### src/rtl/vga_pkg.sv
// vga_pkg
// Shared types and constants for the VGA framebuffer arbiter.
//   host_state_e : host command FSM states (H_IDLE, H_WAIT, H_RET)
//   ret_tag_e    : source id carried down the read-return pipeline
//   PRIO_*       : fixed arbitration ranks, 0 is the highest priority
//   pick_source  : resolves pending requests into the winning source
package vga_pkg;

    typedef enum logic [1:0] {
        H_IDLE = 2'd0,
        H_WAIT = 2'd1,
        H_RET  = 2'd2
    } host_state_e;

    typedef enum logic [1:0] {
        TAG_NONE = 2'd0,
        TAG_DISP = 2'd1,
        TAG_HOST = 2'd2,
        TAG_CLR  = 2'd3
    } ret_tag_e;

    localparam int PRIO_DISP   = 0;
    localparam int PRIO_HOST   = 1;
    localparam int PRIO_CLR    = 2;
    localparam int PRIO_LOWEST = 2;

    // Walk the ranks from lowest to highest priority so the last pending
    // source seen (the highest-ranked one) is the winner.
    function automatic ret_tag_e pick_source(input logic disp_pend,
                                             input logic host_pend,
                                             input logic clr_pend);
        ret_tag_e win;
        win = TAG_NONE;
        for (int r = PRIO_LOWEST; r >= 0; r--) begin
            if (r == PRIO_CLR  && clr_pend)  win = TAG_CLR;
            if (r == PRIO_HOST && host_pend) win = TAG_HOST;
            if (r == PRIO_DISP && disp_pend) win = TAG_DISP;
        end
        return win;
    endfunction

endpackage

### src/rtl/vga_fb_arbiter_mod_counter.sv
// vga_fb_arbiter_mod_counter
// Modulo-MOD up counter with clock enable.
//   clk, rst  : clock, synchronous active-high reset (count -> 0)
//   cen       : advance by one this cycle
//   count     : current value, 0..MOD-1
//   sync_ovf  : high in the cycle cen advances count from MOD-1 back to 0
module vga_fb_arbiter_mod_counter #(
    parameter int MOD = 16,
    parameter int W   = (MOD > 1) ? $clog2(MOD) : 1
) (
    input  logic         clk,
    input  logic         rst,
    input  logic         cen,
    output logic [W-1:0] count,
    output logic         sync_ovf
);

    localparam logic [W-1:0] LAST = W'(MOD - 1);

    logic [W-1:0] count_q;
    logic [W-1:0] count_d;

    always_comb begin
        count_d = count_q;
        if (cen) begin
            count_d = (count_q == LAST) ? '0 : count_q + W'(1);
        end
    end

    always_ff @(posedge clk) begin
        if (rst) begin
            count_q <= '0;
        end else begin
            count_q <= count_d;
        end
    end

    assign count    = count_q;
    assign sync_ovf = cen && (count_q == LAST);

endmodule

### src/rtl/vga_fb_arbiter.sv
// vga_fb_arbiter
// Shares one single-port synchronous framebuffer RAM between display
// scanout, a host command port and a clear engine. One access per cycle,
// fixed priority display > host > clear. All mem_* outputs are registered;
// read data comes back through a 2-stage source-tag pipeline.
//   clk, rst                     : clock, synchronous active-high reset
//   disp_req/disp_addr           : scanout read, returned 3 cycles later
//   disp_rvalid/disp_rdata       : scanout read return
//   host_valid/ready/we/addr/wdata : host command handshake
//   host_rvalid/host_rdata       : host read return
//   clr_start/clr_value/clr_busy : fill whole framebuffer with clr_value
//   mem_en/we/addr/wdata, mem_rdata : RAM port (1-cycle read latency)
//   host_stall                   : host has waited STARVE_LIM cycles or more
module vga_fb_arbiter
    import vga_pkg::*;
#(
    parameter int ADDR_W     = 15,
    parameter int DATA_W     = 8,
    parameter int STARVE_LIM = 16
) (
    input  logic              clk,
    input  logic              rst,
    input  logic              disp_req,
    input  logic [ADDR_W-1:0] disp_addr,
    output logic              disp_rvalid,
    output logic [DATA_W-1:0] disp_rdata,
    input  logic              host_valid,
    output logic              host_ready,
    input  logic              host_we,
    input  logic [ADDR_W-1:0] host_addr,
    input  logic [DATA_W-1:0] host_wdata,
    output logic              host_rvalid,
    output logic [DATA_W-1:0] host_rdata,
    input  logic              clr_start,
    input  logic [DATA_W-1:0] clr_value,
    output logic              clr_busy,
    output logic              mem_en,
    output logic              mem_we,
    output logic [ADDR_W-1:0] mem_addr,
    output logic [DATA_W-1:0] mem_wdata,
    input  logic [DATA_W-1:0] mem_rdata,
    output logic              host_stall
);

    localparam int              CNT_W      = $clog2(STARVE_LIM) + 1;
    localparam logic [CNT_W-1:0] STARVE_MAX = CNT_W'(STARVE_LIM);

    host_state_e       host_state_q, host_state_d;
    logic              hcmd_we_q, hcmd_we_d;
    logic [ADDR_W-1:0] hcmd_addr_q, hcmd_addr_d;
    logic [DATA_W-1:0] hcmd_wdata_q, hcmd_wdata_d;
    logic [CNT_W-1:0]  wait_cnt_q, wait_cnt_d;
    logic              clr_busy_q, clr_busy_d;
    logic [DATA_W-1:0] clr_value_q, clr_value_d;
    logic              mem_en_q, mem_en_d;
    logic              mem_we_q, mem_we_d;
    logic [ADDR_W-1:0] mem_addr_q, mem_addr_d;
    logic [DATA_W-1:0] mem_wdata_q, mem_wdata_d;
    ret_tag_e          tag1_q, tag1_d;
    ret_tag_e          tag2_q, tag2_d;
    logic              disp_rvalid_q, disp_rvalid_d;
    logic [DATA_W-1:0] disp_rdata_q, disp_rdata_d;
    logic              host_rvalid_q, host_rvalid_d;
    logic [DATA_W-1:0] host_rdata_q, host_rdata_d;

    ret_tag_e          grant;
    logic [ADDR_W-1:0] clr_addr;
    logic              clr_ovf;
    logic              host_accept;

    // Display needs no handshake; a held host command is pending only in H_WAIT.
    assign grant       = pick_source(disp_req, host_state_q == H_WAIT, clr_busy_q);
    assign host_ready  = (host_state_q == H_IDLE) && !rst;
    assign host_accept = host_valid && host_ready;

    vga_fb_arbiter_mod_counter #(
        .MOD (1 << ADDR_W),
        .W   (ADDR_W)
    ) u_clr_cnt (
        .clk      (clk),
        .rst      (rst),
        .cen      (grant == TAG_CLR),
        .count    (clr_addr),
        .sync_ovf (clr_ovf)
    );

    always_comb begin
        host_state_d  = host_state_q;
        hcmd_we_d     = hcmd_we_q;
        hcmd_addr_d   = hcmd_addr_q;
        hcmd_wdata_d  = hcmd_wdata_q;
        wait_cnt_d    = wait_cnt_q;
        clr_busy_d    = clr_busy_q;
        clr_value_d   = clr_value_q;
        mem_en_d      = 1'b0;
        mem_we_d      = 1'b0;
        mem_addr_d    = mem_addr_q;
        mem_wdata_d   = mem_wdata_q;
        tag1_d        = grant;
        tag2_d        = tag1_q;
        disp_rvalid_d = (tag2_q == TAG_DISP);
        disp_rdata_d  = disp_rdata_q;
        host_rvalid_d = (tag2_q == TAG_HOST);
        host_rdata_d  = host_rdata_q;

        // RAM data for the access issued two cycles ago is on mem_rdata now.
        if (tag2_q == TAG_DISP) disp_rdata_d = mem_rdata;
        if (tag2_q == TAG_HOST) host_rdata_d = mem_rdata;

        case (grant)
            TAG_DISP: begin
                mem_en_d   = 1'b1;
                mem_addr_d = disp_addr;
            end
            TAG_HOST: begin
                mem_en_d    = 1'b1;
                mem_we_d    = hcmd_we_q;
                mem_addr_d  = hcmd_addr_q;
                mem_wdata_d = hcmd_wdata_q;
                // Host writes produce no return, so they must not tag the pipe.
                if (hcmd_we_q) tag1_d = TAG_NONE;
            end
            TAG_CLR: begin
                mem_en_d    = 1'b1;
                mem_we_d    = 1'b1;
                mem_addr_d  = clr_addr;
                mem_wdata_d = clr_value_q;
            end
            default: ;
        endcase

        case (host_state_q)
            H_IDLE: begin
                if (host_accept) begin
                    hcmd_we_d    = host_we;
                    hcmd_addr_d  = host_addr;
                    hcmd_wdata_d = host_wdata;
                    host_state_d = H_WAIT;
                end
            end
            H_WAIT: begin
                if (grant == TAG_HOST) begin
                    wait_cnt_d   = '0;
                    host_state_d = hcmd_we_q ? H_IDLE : H_RET;
                end else if (wait_cnt_q != '1) begin
                    wait_cnt_d = wait_cnt_q + CNT_W'(1);
                end
            end
            H_RET: begin
                if (host_rvalid_q) host_state_d = H_IDLE;
            end
            default: host_state_d = H_IDLE;
        endcase

        // Clear runs from address 0 upward; a start request while busy is dropped.
        if (!clr_busy_q && clr_start) begin
            clr_busy_d  = 1'b1;
            clr_value_d = clr_value;
        end else if (clr_ovf) begin
            clr_busy_d = 1'b0;
        end
    end

    always_ff @(posedge clk) begin
        if (rst) begin
            host_state_q  <= H_IDLE;
            hcmd_we_q     <= 1'b0;
            hcmd_addr_q   <= '0;
            hcmd_wdata_q  <= '0;
            wait_cnt_q    <= '0;
            clr_busy_q    <= 1'b0;
            clr_value_q   <= '0;
            mem_en_q      <= 1'b0;
            mem_we_q      <= 1'b0;
            mem_addr_q    <= '0;
            mem_wdata_q   <= '0;
            tag1_q        <= TAG_NONE;
            tag2_q        <= TAG_NONE;
            disp_rvalid_q <= 1'b0;
            disp_rdata_q  <= '0;
            host_rvalid_q <= 1'b0;
            host_rdata_q  <= '0;
        end else begin
            host_state_q  <= host_state_d;
            hcmd_we_q     <= hcmd_we_d;
            hcmd_addr_q   <= hcmd_addr_d;
            hcmd_wdata_q  <= hcmd_wdata_d;
            wait_cnt_q    <= wait_cnt_d;
            clr_busy_q    <= clr_busy_d;
            clr_value_q   <= clr_value_d;
            mem_en_q      <= mem_en_d;
            mem_we_q      <= mem_we_d;
            mem_addr_q    <= mem_addr_d;
            mem_wdata_q   <= mem_wdata_d;
            tag1_q        <= tag1_d;
            tag2_q        <= tag2_d;
            disp_rvalid_q <= disp_rvalid_d;
            disp_rdata_q  <= disp_rdata_d;
            host_rvalid_q <= host_rvalid_d;
            host_rdata_q  <= host_rdata_d;
        end
    end

    assign mem_en      = mem_en_q;
    assign mem_we      = mem_we_q;
    assign mem_addr    = mem_addr_q;
    assign mem_wdata   = mem_wdata_q;
    assign disp_rvalid = disp_rvalid_q;
    assign disp_rdata  = disp_rdata_q;
    assign host_rvalid = host_rvalid_q;
    assign host_rdata  = host_rdata_q;
    assign clr_busy    = clr_busy_q;
    assign host_stall  = (wait_cnt_q >= STARVE_MAX);

endmodule

### config.mk
export PLATFORM = sky130hd
export DESIGN_NAME = vga_fb_arbiter
export DESIGN_NICKNAME = d
export VERILOG_FILES = /design/src/rtl/vga_pkg.sv /design/src/rtl/vga_fb_arbiter_mod_counter.sv /design/src/rtl/vga_fb_arbiter.sv
export SDC_FILE = /design/constraint.sdc
export NUM_CORES = 1
export LEC_CHECK = 0
export CORE_ASPECT_RATIO = 0.75
export CORE_MARGIN = 3
export CORE_UTILIZATION = 45
export DETAILED_ROUTE_END_ITERATION = 8
export PLACE_DENSITY = 0.84
export SLEW_MARGIN = 0
export SYNTH_ARGS = -nofsm -noshare
export SYNTH_HDL_FRONTEND = slang
export SYNTH_SLANG_ARGS = --single-unit
### constraint.sdc
create_clock -name clk -period 1.9 [get_ports clk]
set_input_delay 0.38 -clock clk [delete_from_list [all_inputs] [get_ports clk]]
set_output_delay 0.38 -clock clk [all_outputs]
set_load 0.05 [all_outputs]
==> metrics <==
power spent charging and discharging nets 1.46 mW; Worst Hold Margin 0.435 ns; relative contribution of the clock network to total power 36.1%; fill cell count approximately 700; fraction of final layout cells sized beyond drive strength 1 about a tenth; proportion of synthesized chip area in sequential cells 48.3%; nature of the critical path startpoint flip-flop; antenna viol nets, final 0; synth unique cells 41; most used standard cells in the synthesized netlist sky130_fd_sc_hd__nand2_1 (103), sky130_fd_sc_hd__dfxtp_1 (102), sky130_fd_sc_hd__nor2_1 (68); number of top-level design ports 106; Pleak between 2 and 2.5 nW; number of buffers added for setup after CTS 0; Crit. End Element primary output; cell chosen for the clock root sky130_fd_sc_hd__clkbuf_16; Max Clk Rate 533 MHz; buffering stage count on the worst path with inverters included 1; Worst Reg-to-Reg Cells 5; share of the synthesized area in the top cell type 48.3%; placed wire-length estimate after detailed placement 8020 um; detailed router's first-iteration violation count 315; number of buffers inserted for hold repair after clock tree synthesis 0; number of enable-type register cells in the synthesized netlist 0; power per standard cell area 880 nW/um^2; most area-hungry cell type in the Yosys netlist sky130_fd_sc_hd__dfxtp_1; number of cells produced by synthesis 531; RSZ-0062 raised after global routing no; FF-to-FF Start u_clr_cnt.count[0]; largest buffer count on any clock path 2; required time reported for the critical path endpoint 1.52 ns; pin count of the biggest net entering global routing 92; final wirelength about 11000 um; post-synthesis async set-or-reset flop share 0%; Port-buffer cells 105; number of hold violations in the final report 0; flip-flop cell with the highest count after synthesis sky130_fd_sc_hd__dfxtp_1; CP max stage cell sky130_fd_sc_hd__clkdlybuf4s50_1; Synth warnings 0; Die Wd approximately 120 um; global-route congestion overflow total 0; number of global-route vias before repair 4012; top cells by area in the synthesized netlist sky130_fd_sc_hd__dfxtp_1 (48%), sky130_fd_sc_hd__nand2_1 (9.2%), sky130_fd_sc_hd__a21oi_1 (7.3%), sky130_fd_sc_hd__nor2_1 (6.0%), sky130_fd_sc_hd__nor3_1 (5.1%); critical path, cell by cell clkdlybuf4s50_1; floorplan row count 29; number of sinks driven by the clock tree ~100; first-pass GRT wire length roughly 19000 um; Global Route Usage Sum 21.3%; number of failing setup endpoints in the final timing report 0; total number of nets in the final design around 690; Worst path max stage delay between 0.8 and 0.9 ns; initial core utilization between 40% and 50%; net count of the mapped netlist 595; combinational share of power 18.4%; clock latency on the worst-skew pair 0.35 ns; overall power after layout roughly 5 mW; internal power 3.61 mW; cell family with the largest share of critical-path delay buffers and inverters; number of iterations in the first detailed-routing pass 4; via total after detailed routing 4047; Total Neg Setup Slack 0 ns; RePlAce Congestion between 0.9 and 1; final critical-path share of the clock period 98.8%; clk slew on worst S/H paths 0.07 ns; slew at the pin closest to its max-slew limit 0.541 ns; DRC Markers 0; final worst path period need 1.88 ns; type of the tightest min-delay check flip-flop to flip-flop; number of stages on the worst hold path 1; sequential cell fraction of total power 45.5%; H-tree level count 3; final cell utilization of the core approximately 66%; arrival time worst endpoint 1.50 ns; TritonCTS clock tree built; outcome finished clean; worst-case clock skew 0.0114 ns; max-cap check violation count 0; wire per inst 14.8 um; worst hold path startpoint tag1_q[1]; count of antenna diodes in the layout 0; crit path max fanout 2; post-detailed-route via-to-cell ratio 5.35; count of state elements after synthesis 102; Num CTS Buffers 9; end of the worst register-to-register path u_clr_cnt.count[14]; number of max-slew violations in the final report 0; endpoint of the worst hold path tag2_q[1]; Syn Std Cell Area about 4200 um^2; core outline area 8780 um^2; count leader, synth sky130_fd_sc_hd__nand2_1; synthesis-to-layout area growth 36.6%; Worst R2R Setup Slack 0.16 ns; WS Path Type flip-flop to primary output; Switching Fraction between 20 and 30%; Post-Syn Area per Cell just under 8 um^2; Slew HR a little under two thirds; vertical extent of the die about 90 um; VDD IR-drop max between 400 and 500 uV; DIE AREA ~11000 um^2; initial antenna violation count 0
-- placed cells by master, fill, tap and decap left out, types with 4 or more instances in the layout --
master / count
sky130_fd_sc_hd__mux2i_1: 8
sky130_fd_sc_hd__inv_6: 4
sky130_fd_sc_hd__ha_1: 4
sky130_fd_sc_hd__nand2_1: 103
sky130_fd_sc_hd__dlygate4sd2_1: 4
sky130_fd_sc_hd__nor2b_1: 6
sky130_fd_sc_hd__o31a_1: 15
sky130_fd_sc_hd__nor2_1: 68
sky130_fd_sc_hd__dlymetal6s2s_1: 18
sky130_fd_sc_hd__dfxtp_1: 99
sky130_fd_sc_hd__o21ai_0: 8
sky130_fd_sc_hd__inv_1: 4
sky130_fd_sc_hd__nand4_1: 5
sky130_fd_sc_hd__clkbuf_16: 9
sky130_fd_sc_hd__or3_1: 16
sky130_fd_sc_hd__nand2b_1: 11
sky130_fd_sc_hd__clkdlybuf4s50_1: 72
sky130_fd_sc_hd__nor3_1: 42
sky130_fd_sc_hd__buf_4: 25
sky130_fd_sc_hd__a21oi_1: 61
sky130_fd_sc_hd__nand3_1: 6
-- power groups by stage --
| stage | sequential [mW] | clock (mW) | combinational, mW |
|---|---|---|---|
| floorplan | 2.55 | 0 | 0.374 |
| global placement | 2.36 | 0 | 0.920 |
| detailed placement | 2.36 | 0 | 0.937 |
| CTS | 2.31 | 1.86 | 0.936 |
| global route | 2.33 | 1.93 | 1.01 |
| finish | 2.31 | 1.83 | 0.934 |
-- flip-flops by register name (all words and copies together), names as in the netlist, 5 cells and up --
name	cells
clr_value_q	8
disp_rdata	8
hcmd_addr_q	15
hcmd_wdata_q	8
host_rdata	8
mem_addr	15
mem_wdata	8
u_clr_cnt.count	15
wait_cnt_q	5
-- metal layers --
layer  vias up  global-route usage [%]  routed length (um)
met1      1897                    28.4                4840
li1       1989                       -                   -
met2       145                    35.0                5490
met4         0                    6.34                 165
met5         -                       0                   0
met3        16                    4.45                 700
-- cell type report --
class                      count  area [um^2]  area share [%]
inverter                       4         15.0           0.260
clock inverter                 5         46.3           0.802
tap                          124          155            2.69
clock buffer                  11          253            4.38
timing repair buffer         124         1240            21.5
multi-input combinational    387         2020            35.0
sequential                   102         2050            35.5
-- metrics by stage --
stage          setup WS (ns)  cell area (um^2)  std cells
2_1_floorplan         0.0295              4230        531
3_3_place_gp           0.191              5430        741
3_5_place_dp           0.155              5430        741
4_1_cts              0.00220              5720        757
5_1_grt              0.00156              5770        757
6_report              0.0233              5770        757
-- how the worst max path moves through the flow --
| stage | end | start | cells past startpoint |
|---|---|---|---|
| after floorplan | hcmd_addr_q[13] | host_state_q[0] | 6 |
| after global placement | u_clr_cnt.count[13] | disp_req | 5 |
| after detailed placement | u_clr_cnt.count[13] | disp_req | 5 |
| after CTS | mem_addr[1] | mem_addr[1] | 1 |
| after global routing | mem_addr[9] | mem_addr[9] | 1 |
| final | host_rdata[5] | host_rdata[5] | 1 |
-- repair_timing --
| item | 4_1_cts | 5_1_grt |
|---|---|---|
| resized for setup | 4 | 21 |
| setup endpoints to repair | 4 | 20 |
| pin swaps | 0 | 0 |
-- cell families after synthesis --
| kind of cell | Yosys count | share of synthesized area (%) |
|---|---|---|
| flops | 102 | 48.3 |
| simple gates | 276 | 30.2 |
| fa+ha+maj | 4 | 1.18 |
| buf+inv | 42 | 4.20 |
| xor+xnor | 6 | 1.24 |
| compound gates | 93 | 12.9 |
| mux | 8 | 1.90 |
(Power assumes the default switching activity.)
